==> src/rtl/bcd_seg_pkg.sv <==
// Segment constants and the active-low hex decode shared by the seven-segment scan driver.
package bcd_seg_pkg;

    localparam logic [6:0] SEG_0     = 7'h40;
    localparam logic [6:0] SEG_1     = 7'h79;
    localparam logic [6:0] SEG_2     = 7'h24;
    localparam logic [6:0] SEG_3     = 7'h30;
    localparam logic [6:0] SEG_4     = 7'h19;
    localparam logic [6:0] SEG_5     = 7'h12;
    localparam logic [6:0] SEG_6     = 7'h02;
    localparam logic [6:0] SEG_7     = 7'h78;
    localparam logic [6:0] SEG_8     = 7'h00;
    localparam logic [6:0] SEG_9     = 7'h10;
    localparam logic [6:0] SEG_BLANK = 7'h7F;
    localparam logic [6:0] SEG_DASH  = 7'h3F;

    // Non-BCD nibbles render as a dash so corrupt input is visible rather than misleading.
    function automatic logic [6:0] bcd_to_seg(input logic [3:0] nibble);
        logic [6:0] s;
        case (nibble)
            4'd0:    s = SEG_0;
            4'd1:    s = SEG_1;
            4'd2:    s = SEG_2;
            4'd3:    s = SEG_3;
            4'd4:    s = SEG_4;
            4'd5:    s = SEG_5;
            4'd6:    s = SEG_6;
            4'd7:    s = SEG_7;
            4'd8:    s = SEG_8;
            4'd9:    s = SEG_9;
            default: s = SEG_DASH;
        endcase
        return s;
    endfunction

endpackage

==> src/rtl/seg7_decode.sv <==
// Nibble plus blank request to an active-low {g,f,e,d,c,b,a} pattern.
module seg7_decode
    import bcd_seg_pkg::*;
(
    input  logic [3:0] nibble,
    input  logic       blank,
    output logic [6:0] seg
);

    assign seg = blank ? SEG_BLANK : bcd_to_seg(nibble);

endmodule

==> src/rtl/bcd_sevenseg_scan.sv <==
// Four-digit common-anode scan driver; the shown word is swapped in only at frame
// boundaries so a frame never mixes two values.
module bcd_sevenseg_scan
    import bcd_seg_pkg::*;
#(
    parameter int DIV      = 50000,
    parameter bit BLANK_LZ = 1'b1
) (
    input  logic        clk,
    input  logic        rst,
    input  logic [15:0] bcd_in,
    input  logic        load,
    output logic [6:0]  seg,
    output logic [3:0]  an,
    output logic        frame_done
);

    localparam int PW = $clog2(DIV);
    localparam logic [PW-1:0] PRE_MAX = PW'(DIV - 1);

    logic [PW-1:0] pre;
    logic [1:0]    idx;
    logic [1:0]    idx_next;
    logic [15:0]   pending;
    logic [15:0]   shadow;
    logic [15:0]   src;
    logic          tick;
    logic          boundary;
    logic [3:0]    nibble;
    logic          upper_zero;
    logic [6:0]    seg_next;

    assign tick     = (pre == PRE_MAX);
    assign idx_next = idx + 2'd1;
    assign boundary = tick && (idx == 2'd3);
    // At a boundary the new frame's first digit must already come from the word being latched.
    assign src      = boundary ? pending : shadow;

    always_comb begin
        nibble     = src[3:0];
        upper_zero = 1'b0;
        case (idx_next)
            2'd0: begin nibble = src[3:0];   upper_zero = 1'b0;              end
            2'd1: begin nibble = src[7:4];   upper_zero = (src[15:4]  == '0); end
            2'd2: begin nibble = src[11:8];  upper_zero = (src[15:8]  == '0); end
            2'd3: begin nibble = src[15:12]; upper_zero = (src[15:12] == '0); end
            default: ;
        endcase
    end

    seg7_decode u_dec (
        .nibble (nibble),
        .blank  (BLANK_LZ && upper_zero),
        .seg    (seg_next)
    );

    always_ff @(posedge clk or posedge rst) begin
        if (rst) begin
            pre        <= '0;
            idx        <= 2'd3;
            pending    <= '0;
            shadow     <= '0;
            seg        <= SEG_BLANK;
            an         <= 4'hF;
            frame_done <= 1'b0;
        end else begin
            if (load)
                pending <= bcd_in;
            frame_done <= boundary;
            if (tick) begin
                pre <= '0;
                idx <= idx_next;
                an  <= ~(4'b0001 << idx_next);
                seg <= seg_next;
                if (boundary)
                    shadow <= pending;
            end else begin
                pre <= pre + PW'(1);
            end
        end
    end

endmodule

==> config.mk <==
export PLATFORM = sky130hd
export DESIGN_NAME = bcd_sevenseg_scan
export DESIGN_NICKNAME = d
export VERILOG_FILES = /design/src/rtl/bcd_seg_pkg.sv /design/src/rtl/seg7_decode.sv /design/src/rtl/bcd_sevenseg_scan.sv
export SDC_FILE = /design/constraint.sdc
export NUM_CORES = 1
export LEC_CHECK = 0
export ABC_CLOCK_PERIOD_IN_PS = 5790
export CAP_MARGIN = 20
export CELL_PAD_IN_SITES_DETAIL_PLACEMENT = 2
export CELL_PAD_IN_SITES_GLOBAL_PLACEMENT = 2
export CORE_ASPECT_RATIO = 1.25
export CORE_MARGIN = 5
export CORE_UTILIZATION = 40
export CTS_CLUSTER_DIAMETER = 50
export DETAILED_ROUTE_END_ITERATION = 10
export GPL_TIMING_DRIVEN = 0
export PLACE_DENSITY = 0.92
export SLEW_MARGIN = 20
export SYNTH_ARGS = -nofsm -noshare
export SYNTH_HDL_FRONTEND = slang
export SYNTH_SLANG_ARGS = --single-unit
export TNS_END_PERCENT = 1
==> constraint.sdc <==
create_clock -name clk -period 5.79 [get_ports clk]
set_input_delay 0.579 -clock clk [delete_from_list [all_inputs] [get_ports clk]]
set_output_delay 0.579 -clock clk [all_outputs]
set_load 0.005 [all_outputs]
**After elaboration in Yosys (flattened, before gate mapping)**

Memory sizes are Yosys's and may differ from the RTL's.
Cells that the tools add are included.

- Bits in read-only memories: 112
- Flip-flop bits (word level): 62
- Output and inout bits: 12
- Memories: 1

- Shift-type cells: 1
- $add $sub $neg: 2
- Bitwise logic cells: 1
- Muxes and demuxes: 5
- Reduce and logical (&&, ||, !) cells: 5
- Eq/ne operators: 5

Memories:

| name | words | bits a word | rd ports | clocked after memory_dff | wr ports | line | source |
|---|---|---|---|---|---|---|---|
| (name not given) | 16 | 7 | 1 | 0 | 0 | bcd_seg_pkg.sv:20 | `case (nibble)` |

Operators with widths:

| cell | count |
|---|---|
| $mux W16 | 2 |
| $add A16 B1 Y16 const B | 1 |
| $eq A16 B16 Y1 const B | 1 |
| $pmux W4 S4 | 1 |
| $logic_not A12 Y1 | 1 |
| $logic_not A8 Y1 | 1 |
| $mux W7 | 1 |
| $eq A2 B2 Y1 const B | 3 |
| $logic_not A4 Y1 | 1 |
| $not A4 Y4 | 1 |
| $pmux W1 S4 | 1 |
| $shl A1 B2 Y4 const A | 1 |
| $add A2 B1 Y2 const B | 1 |
| $eq A2 B1 Y1 const B | 1 |
| $logic_not A2 Y1 | 1 |
| $logic_and A1 B1 Y1 | 1 |

**Logic depth before layout (Yosys ltp)**

- Depth after elaboration: 6
- Mapped depth: 13

**Hierarchy**

From an unflattened synthesis, not the netlist that was laid out.

- Cell total of the unflattened synthesis: 301
- Area total of the unflattened synthesis: 3064.2 um^2

By module, submodules not included:

| module | times used | cells an instance | sequential area each (um^2) | area an instance (um^2) |
|---|---|---|---|---|
| bcd_sevenseg_scan | 1 | 266 | 1567.8 | 2831.5 |
| seg7_decode | 1 | 35 | 0.0 | 232.7 |

**Worst setup path after synthesis**

OpenSTA, ideal clock, no wires.

- Kind: reg-to-reg
- From: register pre[4]
- To: register seg[4]
- Required time: 5711 ps
- Path slack: 2542 ps
- Arrival time: 3169 ps
- Stages on the path, launching flop included: 12
- Period minus slack after synthesis: 3248 ps
- Cells stage by stage: dfrtp_1 > or4bb_4 > nor4_4 > mux2_2 > a2111oi_4 > or2_2 > inv_1 > ha_1 > inv_1 > a21oi_1 > o21a_1 > o21ai_0

- Word-level cells in the longest chain between the ends: 6
- Elaborated cells between the ends (all ways): 10
- Classes of those cells: eq/ne: 1; mux: 4; reduce/logical: 4; memory: 1

RTL lines:

| element | line | source |
|---|---|---|
| start, declared | bcd_sevenseg_scan.sv:21 | `logic [PW-1:0] pre;` |
| start signal, assigned | bcd_sevenseg_scan.sv:78 | `pre <= pre + PW'(1);` |
| $eq A16 B16 Y1 (*) | bcd_sevenseg_scan.sv:33 | `assign tick = (pre == PRE_MAX);` |
| $logic_and A1 B1 Y1 | bcd_sevenseg_scan.sv:35 | `assign boundary = tick && (idx == 2'd3);` |
| $mux W16 | - |  |
| $pmux W4 S4 (tied with other cells) | bcd_sevenseg_scan.sv:42 | `case (idx_next)` |
| $mem_v2 Z16 W7 / $pmux W1 S4 (equally long branches) | - |  |
| $mux W7 | seg7_decode.sv:10 | `assign seg = blank ? SEG_BLANK : bcd_to_seg(nibble);` |
| end signal, assigned | bcd_sevenseg_scan.sv:74 | `seg <= seg_next;` |
| end, declared | bcd_sevenseg_scan.sv:13 | `output logic [6:0] seg,` |

Mark *: on every way between the ends. The rest lies on a longest branch, timed or not.
A chain may end at the register's enable or synchronous reset.

**Worst setup path after layout**

- From: register pre[11]
- To: register seg[0]

Same word-level chain as after synthesis.

==> out/results.txt <==
Register bit count reported by yosys: 62
Number of hold-slack violations in the final timing report: 0
Clock Root Buffer: sky130_fd_sc_hd__clkbuf_8
Effective utilization at floorplan: 40.62%
GR peak layer: met2
Areal power density over the cells: 228.8 mW/mm²
Largest family of logic cells by synthesized area: multiplexers
Standard-cell row count: 36
Net count after synthesis: 298
Hold_buf cts: 0
Detailed Routing Iterations Pass 1: 4
Final critical-path setup slack: 1.868 ns
Drt drc: 0
Placeable core area: 0.007747 mm²
Main flop type after synthesis: sky130_fd_sc_hd__dfrtp_1
Total negative slack: 0 ns
Share of flip-flops with an asynchronous set or reset after synthesis: 100.0%
Number of gates resized after cts: 0
Number of pins exceeding their max-slew limit in the final report: 0
Final worst clock skew: 0.01395 ns
Post-synthesis cell area: 0.003147 mm²
Adder and majority gate portion of the synthesized area: 4.771%
Fraction of the cycle the final worst path needs: 67.74%
Count of cell types in the netlist: 46
Overall routed net length: 8969 µm
Mux cell area share after synthesis: 15.55%
Total via count in the routed design: 2252
Fraction of final layout cells with drive strength greater than 1: 25.64%
Total global routing track utilization: 20.33%
Leak pwr: 1.624 nW
Critical-path cell list: or4b_4 > nor4_4 > buf_6 > mux2_2 > a21oi_1 > a2bb2o_1 > inv_1 > ha_1 > mux2_4 > a22oi_2 > nand2_1
Maximum number of buffers from clock root to sink: 2
Number of sinks on the clock net: 62
NumNets Final: 339
Num CTS Buffers: 9
Peak per-stage delay on the critical path: 0.78 ns
Number of vias per cell: 5.533
Die Footprint: 0.009752 mm²
Post-synthesis cell type with the largest combined area: sky130_fd_sc_hd__dfrtp_1
Share of the synthesized area in compound gates (AO/OA/AOI/OAI): 8.151%
Die Width: 89.33 µm
Die span in y: 109.2 µm
Remaining max-slew budget at the tightest pin: 42.45%
Final-report setup violation count: 0
WP data arrival: 4.19 ns
Worst-Margin Slew: 0.8569 ns
CP Capture Type: register
Count of input and output buffers: 29
Min Tclk post-route: 3.922 ns
Cell with the most instances after synthesis: sky130_fd_sc_hd__dfrtp_1
Post-route core utilization: 48.51%
Xor and xnor area share after synthesis: 4.175%
Final estimated routing congestion in global placement: 0.7748
Number of H-tree levels: 3
Diode insertion count for antenna repair: 0
Required time of the critical path: 6.06 ns
Worst ir drop on vdd: 0.1104 mV
Simple logic cell fraction of the synthesized area: 14.43%
Routed length per instance: 22.04 µm
Clock tree from TritonCTS: done
Post-DRT Antenna Nets: 0
Upper clock frequency limit: 0.2550 GHz
Top cells by instance count after synthesis: sky130_fd_sc_hd__dfrtp_1, sky130_fd_sc_hd__mux2_2, sky130_fd_sc_hd__nand2_1, sky130_fd_sc_hd__nor2_1, sky130_fd_sc_hd__dfstp_2
Slowest cell on crit path: sky130_fd_sc_hd__nor4_4
Reg clk slew, reported paths: 0.07 ns
Detailed router's first-iteration violation count: 42
Maximum fanout encountered on the critical timing path: 10
Initial antenna violation count: 0
Number of global-route vias before repair: 2618
Met1 track demand over resource: 24.20%
Unrepaired setup endpoints after global routing: false
IO Count: 31
Number of enable flip-flop cells after synthesis: 0
Sequential fraction of the synthesis area: 49.82%
Clk Latency, worst-skew pair: 0.35 ns
Post-synthesis instance total: 267
Yosys warns: 0
Pin count of the biggest net entering global routing: 33
First-pass GRT wire length: 14570 µm
Type of the worst setup path: register to register
Post-Place Worst Slack: 1.949 ns
Placed wire-length estimate after detailed placement: 6208 µm
Mean instance size in the synthesized netlist: 11.79 µm²
Global Route met2 Usage: 35.88%
Global routing usage on met3: 3.099%
Yosys top cell area share: 38.97%
Number of setup buffers added after CTS: 0
Top area cells in the synthesized netlist: sky130_fd_sc_hd__dfrtp_1, sky130_fd_sc_hd__mux2_2, sky130_fd_sc_hd__dfstp_2, sky130_fd_sc_hd__ha_1, sky130_fd_sc_hd__nand2_1
Status: finished, final reports clean
Synth-to-layout area growth: 19.44%
CP startpoint kind: register
Overflow left after global routing: 0
Number of maximum-capacitance violations: 0
Class of the worst hold path: register to register
-- registers in the layout (all words and copies together), names as in the netlist --
signal	flops
idx	2
pending	16
frame_done	1
shadow	16
an	4
seg	7
pre	16
-- report_power, final --
part	internal, W	total, W	leakage (nW)	switching (W)
Combinational	0.0000223	0.0000381	0.764	0.0000158
Clock	0.000194	0.000366	0.0919	0.000172
Sequential	0.000445	0.000456	0.768	0.0000111
Total	0.000661	0.000860	1.62	0.000199
-- metrics by stage --
step	hold WS, ns	instances	power, W	area, µm²
finish	0.4793	407	0.0008598	3759
global route	0.4946	407	0.0008907	3759
CTS	0.4733	407	0.0008708	3759
detailed placement	0.4649	392	0.0005032	3578
global placement	0.4402	391	0.0004980	3556
floorplan	0.4251	267	0.0004794	3147
-- worst max-delay path, delay by kind of cell, from the launching register on --
kind            cells  cell delay (ns)
simple gates        3             1.46
mux                 2             0.66
compound gates      3             0.62
flops               1             0.47
buf+inv             2             0.41
fa+ha+maj           1             0.22
-- path summary, 6_finish.rpt --
path	from	end	slack, ns	depth (start not counted)
max	pre[11]	seg[0]	1.87	11
min	pre[0]	pre[0]	0.48	1
max reg2reg	pre[11]	seg[0]	1.87	11
min reg2reg	pre[0]	pre[0]	0.48	1
max in group asynchronous	rst	idx[0]	4.62	3
min in group asynchronous	rst	pending[6]	0.58	2
-- layer usage --
metal  wire (µm)  up-vias
li1            -     1028
met1        3649     1182
met2        4961       30
met3         177       12
met4         180        0
met5           0        -
-- logic make-up after synthesis --
logic type               Yosys count
AND/OR/NAND/NOR                   84
flip-flops                        62
multiplexers                      44
AO/OA/AOI/OAI                     29
buffers and inverters             21
XOR/XNOR                          15
adder cells (fa/ha/maj)           12
-- area by class of cell --
| cell class | count | area [µm²] |
|---|---|---|
| plain buffers | 10 | 56.30 |
| clock buffers | 10 | 127.6 |
| clock inverters | 5 | 52.55 |
| fillers | 765 | 3989 |
| inverters | 11 | 43.79 |
| multi-input cells | 184 | 1481 |
| flip-flops and latches | 62 | 1568 |
| well taps | 95 | 118.9 |
| repair buffers | 30 | 310.3 |
-- cell usage in the layout, fill, tap and decap left out, drive strengths merged, types with 2 or more instances in the layout --
master | synthesis | layout
mux2 | 36 | 36
o21ai | 6 | 6
nand4 | 3 | 3
nor2 | 16 | 16
a311o | 2 | 2
xor2 | 9 | 9
buf | 4 | 5
nor4 | 10 | 10
o32a | 2 | 2
clkinv | 0 | 3
mux2i | 8 | 8
dfrtp | 49 | 49
clkbuf | 6 | 16
nand2 | 30 | 30
xnor2 | 6 | 6
a22oi | 4 | 4
and3 | 3 | 3
a21oi | 6 | 6
inv | 11 | 11
or4bb | 2 | 2
clkdlybuf4s50 | 0 | 29
nand3 | 11 | 11
dfstp | 13 | 13
ha | 12 | 12
a41oi | 2 | 2
Note: power is estimated with default switching activity, not from simulation.
